<file path="src/rtl/random_pulse_scheduler.sv">
// rtl/random_pulse_scheduler.sv - burst of pulses at pseudo-random intervals drawn from a 16-bit LFSR
// All outputs are registered from the current state, so each lags its state by one cycle.
module random_pulse_scheduler #(
  parameter int CNT_W = 8
) (
  input  logic             clk,
  input  logic             rst_n,
  input  logic             start,
  input  logic             abort,
  input  logic [15:0]      cfg_seed,
  input  logic [15:0]      cfg_mask,
  input  logic [CNT_W-1:0] cfg_count,
  input  logic [CNT_W-1:0] cfg_gap,
  output logic             busy,
  output logic             done,
  output logic             pulse,
  output logic [CNT_W-1:0] pulse_idx
);

  typedef enum logic [2:0] {
    S_IDLE,
    S_LOAD,
    S_WAIT,
    S_FIRE,
    S_GAP,
    S_DONE
  } state_e;

  state_e           state_q, state_d;
  logic [15:0]      lfsr_q, lfsr_d;
  logic [15:0]      mask_q, mask_d;
  logic [15:0]      timer_q, timer_d;
  logic [CNT_W-1:0] count_q, count_d;
  logic [CNT_W-1:0] gap_q, gap_d;
  logic [CNT_W-1:0] emitted_q, emitted_d;
  logic [CNT_W-1:0] pulse_idx_q, pulse_idx_d;
  logic             busy_q, busy_d;
  logic             done_q, done_d;
  logic             pulse_q, pulse_d;
  logic [CNT_W:0]   emitted_inc;
  logic             lfsr_fb;

  // One extra bit so an all-ones count completes without wrapping.
  assign emitted_inc = {1'b0, emitted_q} + (CNT_W+1)'(1);
  assign lfsr_fb     = lfsr_q[15] ^ lfsr_q[13] ^ lfsr_q[12] ^ lfsr_q[10];

  always_comb begin
    state_d     = state_q;
    lfsr_d      = lfsr_q;
    mask_d      = mask_q;
    timer_d     = timer_q;
    count_d     = count_q;
    gap_d       = gap_q;
    emitted_d   = emitted_q;
    pulse_idx_d = pulse_idx_q;
    busy_d      = (state_q != S_IDLE);
    done_d      = 1'b0;
    pulse_d     = 1'b0;

    case (state_q)
      S_IDLE: begin
        if (start) begin
          lfsr_d    = (cfg_seed == 16'h0000) ? 16'h0001 : cfg_seed;
          mask_d    = cfg_mask;
          count_d   = cfg_count;
          gap_d     = cfg_gap;
          emitted_d = '0;
          state_d   = (cfg_count == '0) ? S_DONE : S_LOAD;
        end
      end
      S_LOAD: begin
        timer_d = lfsr_q & mask_q;
        state_d = S_WAIT;
      end
      S_WAIT: begin
        if (timer_q == 16'h0000) state_d = S_FIRE;
        else                     timer_d = timer_q - 16'd1;
      end
      S_FIRE: begin
        pulse_d     = 1'b1;
        pulse_idx_d = emitted_q;
        emitted_d   = emitted_inc[CNT_W-1:0];
        lfsr_d      = {lfsr_q[14:0], lfsr_fb};
        if (emitted_inc == {1'b0, count_q}) begin
          state_d = S_DONE;
        end else begin
          state_d = S_GAP;
          timer_d = 16'(gap_q);
        end
      end
      S_GAP: begin
        if (timer_q == 16'h0000) state_d = S_LOAD;
        else                     timer_d = timer_q - 16'd1;
      end
      S_DONE: begin
        done_d  = 1'b1;
        state_d = S_IDLE;
      end
      default: state_d = S_IDLE;
    endcase

    // Abort wins over everything, including a FIRE or DONE in flight.
    if (abort && (state_q != S_IDLE)) begin
      state_d     = S_IDLE;
      lfsr_d      = lfsr_q;
      emitted_d   = emitted_q;
      pulse_idx_d = pulse_idx_q;
      pulse_d     = 1'b0;
      done_d      = 1'b0;
      busy_d      = 1'b0;
    end
  end

  always_ff @(posedge clk or negedge rst_n) begin
    if (!rst_n) begin
      state_q     <= S_IDLE;
      lfsr_q      <= 16'h0001;
      mask_q      <= 16'h0000;
      timer_q     <= 16'h0000;
      count_q     <= '0;
      gap_q       <= '0;
      emitted_q   <= '0;
      pulse_idx_q <= '0;
      busy_q      <= 1'b0;
      done_q      <= 1'b0;
      pulse_q     <= 1'b0;
    end else begin
      state_q     <= state_d;
      lfsr_q      <= lfsr_d;
      mask_q      <= mask_d;
      timer_q     <= timer_d;
      count_q     <= count_d;
      gap_q       <= gap_d;
      emitted_q   <= emitted_d;
      pulse_idx_q <= pulse_idx_d;
      busy_q      <= busy_d;
      done_q      <= done_d;
      pulse_q     <= pulse_d;
    end
  end

  assign busy      = busy_q;
  assign done      = done_q;
  assign pulse     = pulse_q;
  assign pulse_idx = pulse_idx_q;

endmodule

</file>
<file path="config.mk">
export PLATFORM = sky130hd
export DESIGN_NAME = random_pulse_scheduler
export DESIGN_NICKNAME = d
export VERILOG_FILES = /design/src/rtl/random_pulse_scheduler.sv
export SDC_FILE = /design/constraint.sdc
export NUM_CORES = 1
export LEC_CHECK = 0
export CAP_MARGIN = 40
export CORE_AREA = 2 2 89 91
export DETAILED_ROUTE_END_ITERATION = 6
export DIE_AREA = 0 0 91 93
export GPL_ROUTABILITY_DRIVEN = 0
export MAX_ROUTING_LAYER = met4
export PLACE_DENSITY_LB_ADDON = 0.12
export RECOVER_POWER = 25
export SYNTH_ARGS = -nofsm -noshare
export SYNTH_HDL_FRONTEND = slang
export SYNTH_SLANG_ARGS = --single-unit
</file>
<file path="constraint.sdc">
create_clock -name clk -period 6.7 [get_ports clk]
set_clock_uncertainty 0.1 [all_clocks]
set_input_delay 1.005 -clock clk [delete_from_list [all_inputs] [get_ports clk]]
set_output_delay 1.005 -clock clk [all_outputs]
set_load 0.02 [all_outputs]
</file>
# --- Yosys cells after proc, flatten, opt, wreduce, memory -nomap -nowiden ---
# Index checks and enable logic that the tools add are counted.
# W data, S select, Z words.
totals:
  ff_bits: 86
  inputBits: 52
op_classes:
  n_addsub: 2
  n_eq_ne: 12
  muxes: 20
  bitwise: 5
  reduce_logical: 14
ops:
  columns: ["operator", "n"]
  rows:
  - ["$mux W16", 4]
  - ["$pmux W16 S3", 1]
  - ["$logic_not A16 Y1", 2]
  - ["$pmux W16 S2", 1]
  - ["$and A16 B16 Y16", 1]
  - ["$pmux W8 S2", 1]
  - ["$sub A16 B1 Y16 const B", 1]
  - ["$mux W3", 5]
  - ["$pmux W3 S5", 1]
  - ["$add A8 B1 Y9 const B", 1]
  - ["$eq A9 B8 Y1", 1]
  - ["$ne A3 B3 Y1 const B", 3]
  - ["$reduce_and A3 Y1", 3]
  - ["$logic_not A8 Y1", 1]
  - ["$mux W8", 1]
  - ["$eq A3 B2 Y1 const B", 2]
  - ["$eq A3 B3 Y1 const B", 2]
  - ["$mux W1", 6]
  - ["$ne A2 B2 Y1 const B", 3]
  - ["$reduce_bool A3 Y1", 2]
  - ["$reduce_and A2 Y1", 2]
  - ["$eq A3 B1 Y1 const B", 1]
  - ["$logic_not A3 Y1", 1]
  - ["$xor A1 B1 Y1", 3]
  - ["4 further kinds", 4]

# --- Logic depth before layout (Yosys ltp) ---
logic_depth:
  ltp_word: 5
  mapped_depth: 10
  depth_no_buf: 8

# --- Worst setup path after synthesis ---
# OpenSTA, ideal clock, no wires.
synth_timing:
  path_kind: "input to register"
  from: "input port cfg_seed[3]"
  to: "register lfsr_q[13]"
  setup_time_ns: 0.127
  arrival_ns: 2.002
  slack_ns: 4.471
  stages: 6
  path_buffers: 1
  cell_sequence: "nor4_1 > and4_1 > nor2_1 > clkbuf_1 > a222oi_1 > inv_1"
synth_between:
  elab_chain_cells: 4
synth_rtl:
  columns: ["element", "line_no", "rtl"]
  rows:
  - ["from (decl)", "10", "input logic [15:0] cfg_seed,"]
  - ["$logic_not A16 Y1", "63", "lfsr_d = (cfg_seed == 16'h0000) ? 16'h0001 : cfg_seed;"]
  - ["$mux W16", "63", null]
  - ["$mux W16", "62", "if (start) begin"]
  - ["$pmux W16 S2", "60", "case (state_q)"]
  - ["to (signal assigned)", "129", "lfsr_q <= lfsr_d;"]
  - ["to (decl)", "30", "logic [15:0] lfsr_q, lfsr_d;"]
# Every way passes these cells. The select of a mux whose other input is x is not followed.
# A chain may end at the register's enable or synchronous reset.

# --- Final worst setup path ---
layout_timing:
  from: "register state_q[0]"
  to: "register lfsr_q[14]"
layout_between:
  elab_chain_cells: 4
layout_rtl:
  columns: ["element", "line_no", "rtl"]
  rows:
  - ["from (decl)", "29", "state_e state_q, state_d;"]
  - ["from (signal assigned)", "128", "state_q <= state_d;"]
  - ["branches (longest 4 deep; another with $eq A3 B2 Y1)", null, null]
# Several ways; the timed one is not identified.

==> results.env <==
SYN_NETS=521
VIAS_IN_THE_FIRST_GLOBAL_ROUTE=3382
SYNTH_AREA_LEADERS='sky130_fd_sc_hd__dfrtp_1 (50%), sky130_fd_sc_hd__nand2_1 (11%), sky130_fd_sc_hd__o21ai_1 (2.9%), sky130_fd_sc_hd__a222oi_1 (2.8%), sky130_fd_sc_hd__a31oi_1 (2.5%)'
DESIGN.DIE.AREA_SQ_UM=8460
TOTAL_GLOBAL_ROUTING_OVERFLOW=0
FINAL.SETUP.TNS_NS=0
START_UTIL_PCT=56.5
CTS-HTREE-LEVELS=3
TRITONCTS.NUM_BUFFERS=9
PLACE_AREA_SQ_UM=4930
FINALCRITPERIODSHARE_PCT=52.7
RR_WORST_DEPTH=8
SYNTH_SEQUENTIAL_AREA_RATIO_PCT=50.7
MAX-SLEW-MARGIN-REL_PCT=17.0
SYNTH_TOP_AREA_SHARE_PCT=50.0
WORST_PATH_MAX_DELAY_CELL='sky130_fd_sc_hd__dfrtp_1'
WORSTSETUPSTARTPOINTTYPE='flip-flop'
ANTENNA_VIOLATING_NETS_LEFT=0
MAXCAPVIOLCOUNT=0
CLOCK_TREE_FROM_TRITONCTS='built'
GRT_FIRST_PASS_WIRELENGTH_MICRONS=17300
ROUTEDWLPERCELL_MICRONS=16.9
SLEW_VIOL_FINAL=0
PERIOD_NEEDED_NS=3.53
ROOT_BUFFER='sky130_fd_sc_hd__clkbuf_8'
CRIT_FAMILY='simple AND/OR/NAND/NOR gates'
CLKSLEWWORSTSETUPHOLDPATHS_NS=0.08
TOTAL_GRT_USAGE_PCT=27.0
WORST_R2R_STARTPOINT='state_q[0]$_DFFE_PN0P_'
PORTBUFFERS=62
ANTENNA_CELLS=0
GRT_START_MAX_NET_PINS=67
CORE_REGION_AREA_SQ_UM=7530
FIRST_PASS_ITERS=4
DIE_W_MICRONS=91
MAX_SLEW.WORST_PIN.SLEW_NS=1.25
NNETSFINAL=571
WORST-ENDPOINT-REQUIRED_NS=6.82
SYNTHESIS.INSTANCES=467
ROUTED_WIRELENGTH_MICRONS=10500
YOSYS.AREA.TOP_TYPE='sky130_fd_sc_hd__dfrtp_1'
SETUP_REPAIR_BUFS_AFTER_CTS=0
OUTCOME='finished clean'
SYNTH_ENABLE_FLOP_CELLS=0
WORSTSETUPPATHDEPTH=8
IRDROPWORSTVDD_uV=177
MULTI_INPUT_COMB_AREA_SQ_UM=1880
CTS.SINKS=86
WORST_SETUP_PATH_STARTPOINT='state_q[0]$_DFFE_PN0P_'
FINAL-HOLD-VIOLATION-COUNT=0
POWER_DENSITY_nW_PER_UM2=417
YS_DOMINANT_REG_CELL='sky130_fd_sc_hd__dfrtp_1'
WORSTHOLDPATHCELLS=2
FMAX_MHz=283
GRT_ANTENNA_BEFORE_REPAIR=0
CELL_AREA_AFTER_SYNTHESIS_SQ_UM=4250
NUMBER_OF_WARNINGS_ISSUED_BY_YOSYS=0
AVGSYNTHCELLAREA_SQ_UM=9.10
DETAILROUTE.VIA_COUNT=3653
CPPEAKSTAGEDELAY_NS=0.56
CRITICAL_PATH_CLASS='flip-flop to flip-flop'
PATH_MAX_FANOUT=25
TOTAL_POWER_mW=2.14
CRITPATHARRIVALTIME_NS=3.65
SYNTH-SEQ-CELLS=86
NUM_ROWS=32
POSTCTSRESIZEDCELLS=0
DP.FINAL_HPWL_MICRONS=7350
CLK-INSERTION-DELAY-LATE_NS=0.36
SYN_TO_FINAL_GROWTH_PCT=20.6
DRTITER0DRC=306
SETUP_VIOL=0
POST-ROUTE-CELL-AREA_SQ_UM=5130
CP_NUM_BUF_INV=3
DRC=0
FLOORPLAN.DIE.HEIGHT_MICRONS=93
HOLD_BUFFERS=0
TOTAL_LEAKAGE_POWER_nW=2.37
WORST_HOLD_START='mask_q[5]$_DFFE_PN0P_'
CTS_MAX_PATH_BUFFERS=2
POSTSYNTH.ASYNCRESETSHARE_PCT=100
FLOORPLAN.IO_PINS=63
POST_ROUTE_CELLS_DRIVE_ABOVE_1_SHARE_PCT=6.14
HP-CLASS='flip-flop to flip-flop'
GRT_SETUP_UNREPAIRED='false'
NUM-FILL-CELLS=673
AREA.SEQUENTIAL_SQ_UM=2150
DETAIL_ROUTE.VIAS_PER_CELL=5.86
CP_CAPTURE_TYPE='flip-flop'
NUMBER_OF_DISTINCT_LIBRARY_CELL_VARIANTS_IN_THE_GATE_LEVEL_NETLIST_AFTER_SYNTHESIS=57
CRITICAL_PATH.CELL_CHAIN='nor2b_1 -> and2_1 -> nand2_1 -> inv_2 -> nor2_2 -> buf_8 -> a222oi_1 -> inv_1'
-- cell usage in the layout (no fill, tap or decap), types with 4 or more instances in the layout --
cell                                n
sky130_fd_sc_hd__a32o_1             4
sky130_fd_sc_hd__clkdlybuf4s50_1   61
sky130_fd_sc_hd__nor4_1             7
sky130_fd_sc_hd__inv_1             17
sky130_fd_sc_hd__xor2_1             4
sky130_fd_sc_hd__nor3_1            12
sky130_fd_sc_hd__nand2_1          127
sky130_fd_sc_hd__nand3_1            4
sky130_fd_sc_hd__mux2_2             4
sky130_fd_sc_hd__xnor2_1           10
sky130_fd_sc_hd__mux2i_1            4
sky130_fd_sc_hd__dfrtp_1           85
sky130_fd_sc_hd__o21ai_0           17
sky130_fd_sc_hd__nor2_1            25
sky130_fd_sc_hd__clkbuf_8           9
sky130_fd_sc_hd__a31oi_1           17
sky130_fd_sc_hd__o21ai_1           25
sky130_fd_sc_hd__a222oi_1          12
sky130_fd_sc_hd__a21oi_1           12
-- metal layers --
layer	share of wire (%)	up-vias	routed length [microns]	global-route usage, %
li1	-	1741	-	-
met2	44	138	4670	37.6
met5	0	-	0	-
met3	6.3	18	661	2.82
met1	47	1756	4930	40.3
met4	2.3	0	244	12.0
-- synthesized netlist by cell type, types with 2 or more instances --
cell type / count
sky130_fd_sc_hd__nand2_1: 127
sky130_fd_sc_hd__dfrtp_1: 85
sky130_fd_sc_hd__nor2_1: 25
sky130_fd_sc_hd__o21ai_1: 25
sky130_fd_sc_hd__a31oi_1: 17
sky130_fd_sc_hd__inv_1: 17
sky130_fd_sc_hd__o21ai_0: 17
sky130_fd_sc_hd__buf_2: 14
sky130_fd_sc_hd__a21oi_1: 12
sky130_fd_sc_hd__a222oi_1: 12
sky130_fd_sc_hd__nor3_1: 12
sky130_fd_sc_hd__clkbuf_1: 10
sky130_fd_sc_hd__xnor2_1: 10
sky130_fd_sc_hd__nor4_1: 7
sky130_fd_sc_hd__a32o_1: 4
sky130_fd_sc_hd__mux2_2: 4
sky130_fd_sc_hd__mux2i_1: 4
sky130_fd_sc_hd__nand3_1: 4
sky130_fd_sc_hd__xor2_1: 4
sky130_fd_sc_hd__a32oi_1: 3
sky130_fd_sc_hd__and3_1: 3
sky130_fd_sc_hd__and4_1: 3
sky130_fd_sc_hd__nand2b_1: 3
sky130_fd_sc_hd__o31ai_1: 3
sky130_fd_sc_hd__or4_1: 3
sky130_fd_sc_hd__and2_1: 2
sky130_fd_sc_hd__buf_4: 2
sky130_fd_sc_hd__buf_6: 2
sky130_fd_sc_hd__ha_1: 2
sky130_fd_sc_hd__o2111ai_1: 2
sky130_fd_sc_hd__o41ai_1: 2
sky130_fd_sc_hd__or3_1: 2
-- through the flow --
stage / utilization [%] / worst slack, ns / hold WS [ns] / cells
final: 68.1 / 3.17 / 0.380 / 623
after global routing: 68.1 / 2.98 / 0.408 / 623
after CTS: 68.2 / 3.20 / 0.386 / 623
after detailed placement: 65.5 / 3.20 / 0.364 / 608
after global placement: 64.7 / 2.95 / 0.363 / 605
after floorplan: - / 4.47 / 0.345 / 467
-- power breakdown --
part           internal, mW  leakage, nW  switching, mW
registers             0.708         1.10          0.182
logic                 0.359         1.16          0.503
clock network         0.208       0.0994          0.178
-- state kept, by name, summed over array words and instances, names as in the netlist --
name	cells
mask_q	16
count_q	8
pulse_idx	8
done	1
emitted_q	8
busy	1
lfsr_q	16
timer_q	16
state_q	3
gap_q	8
pulse	1
-- tightest hold or removal path, delay by kind of cell, from the launching register on --
kind / cells / cell delay, ns
flops: 1 / 0.35
simple gates: 2 / 0.10
-- final timing paths --
path | endpoint | slack, ns
setup / recovery | lfsr_q[14]$_DFFE_PN0P_ | 3.17
hold / removal | mask_q[5]$_DFFE_PN0P_ | 0.38
setup reg to reg | lfsr_q[14]$_DFFE_PN0P_ | 3.17
hold reg to reg | mask_q[5]$_DFFE_PN0P_ | 0.38
max in group asynchronous | lfsr_q[0]$_DFFE_PN1P_ | 4.76
min in group asynchronous | emitted_q[4]$_DFFE_PN0P_ | 0.79
-- layout make-up --
class	instances	area share [%]
repair buffers	68	13.5
flip-flops and latches	86	42.0
well taps	102	2.49
clock buffers	11	2.56
inverters	18	1.32
clock inverters	4	1.42
multi-input cells	334	36.7
-- kinds of logic (layout without fill, tap and decap cells) --
kind of cell | Yosys count | count (layout) | share of synthesized area, %
AO/OA/AOI/OAI | 109 | 109 | 17.4
XOR/XNOR | 14 | 14 | 2.88
adder cells (fa/ha/maj) | 2 | 2 | 0.589
buffers and inverters | 47 | 101 | 5.09
flip-flops | 86 | 86 | 50.7
multiplexers | 8 | 8 | 2.00
AND/OR/NAND/NOR | 201 | 201 | 21.3
(Power assumes the default switching activity.)
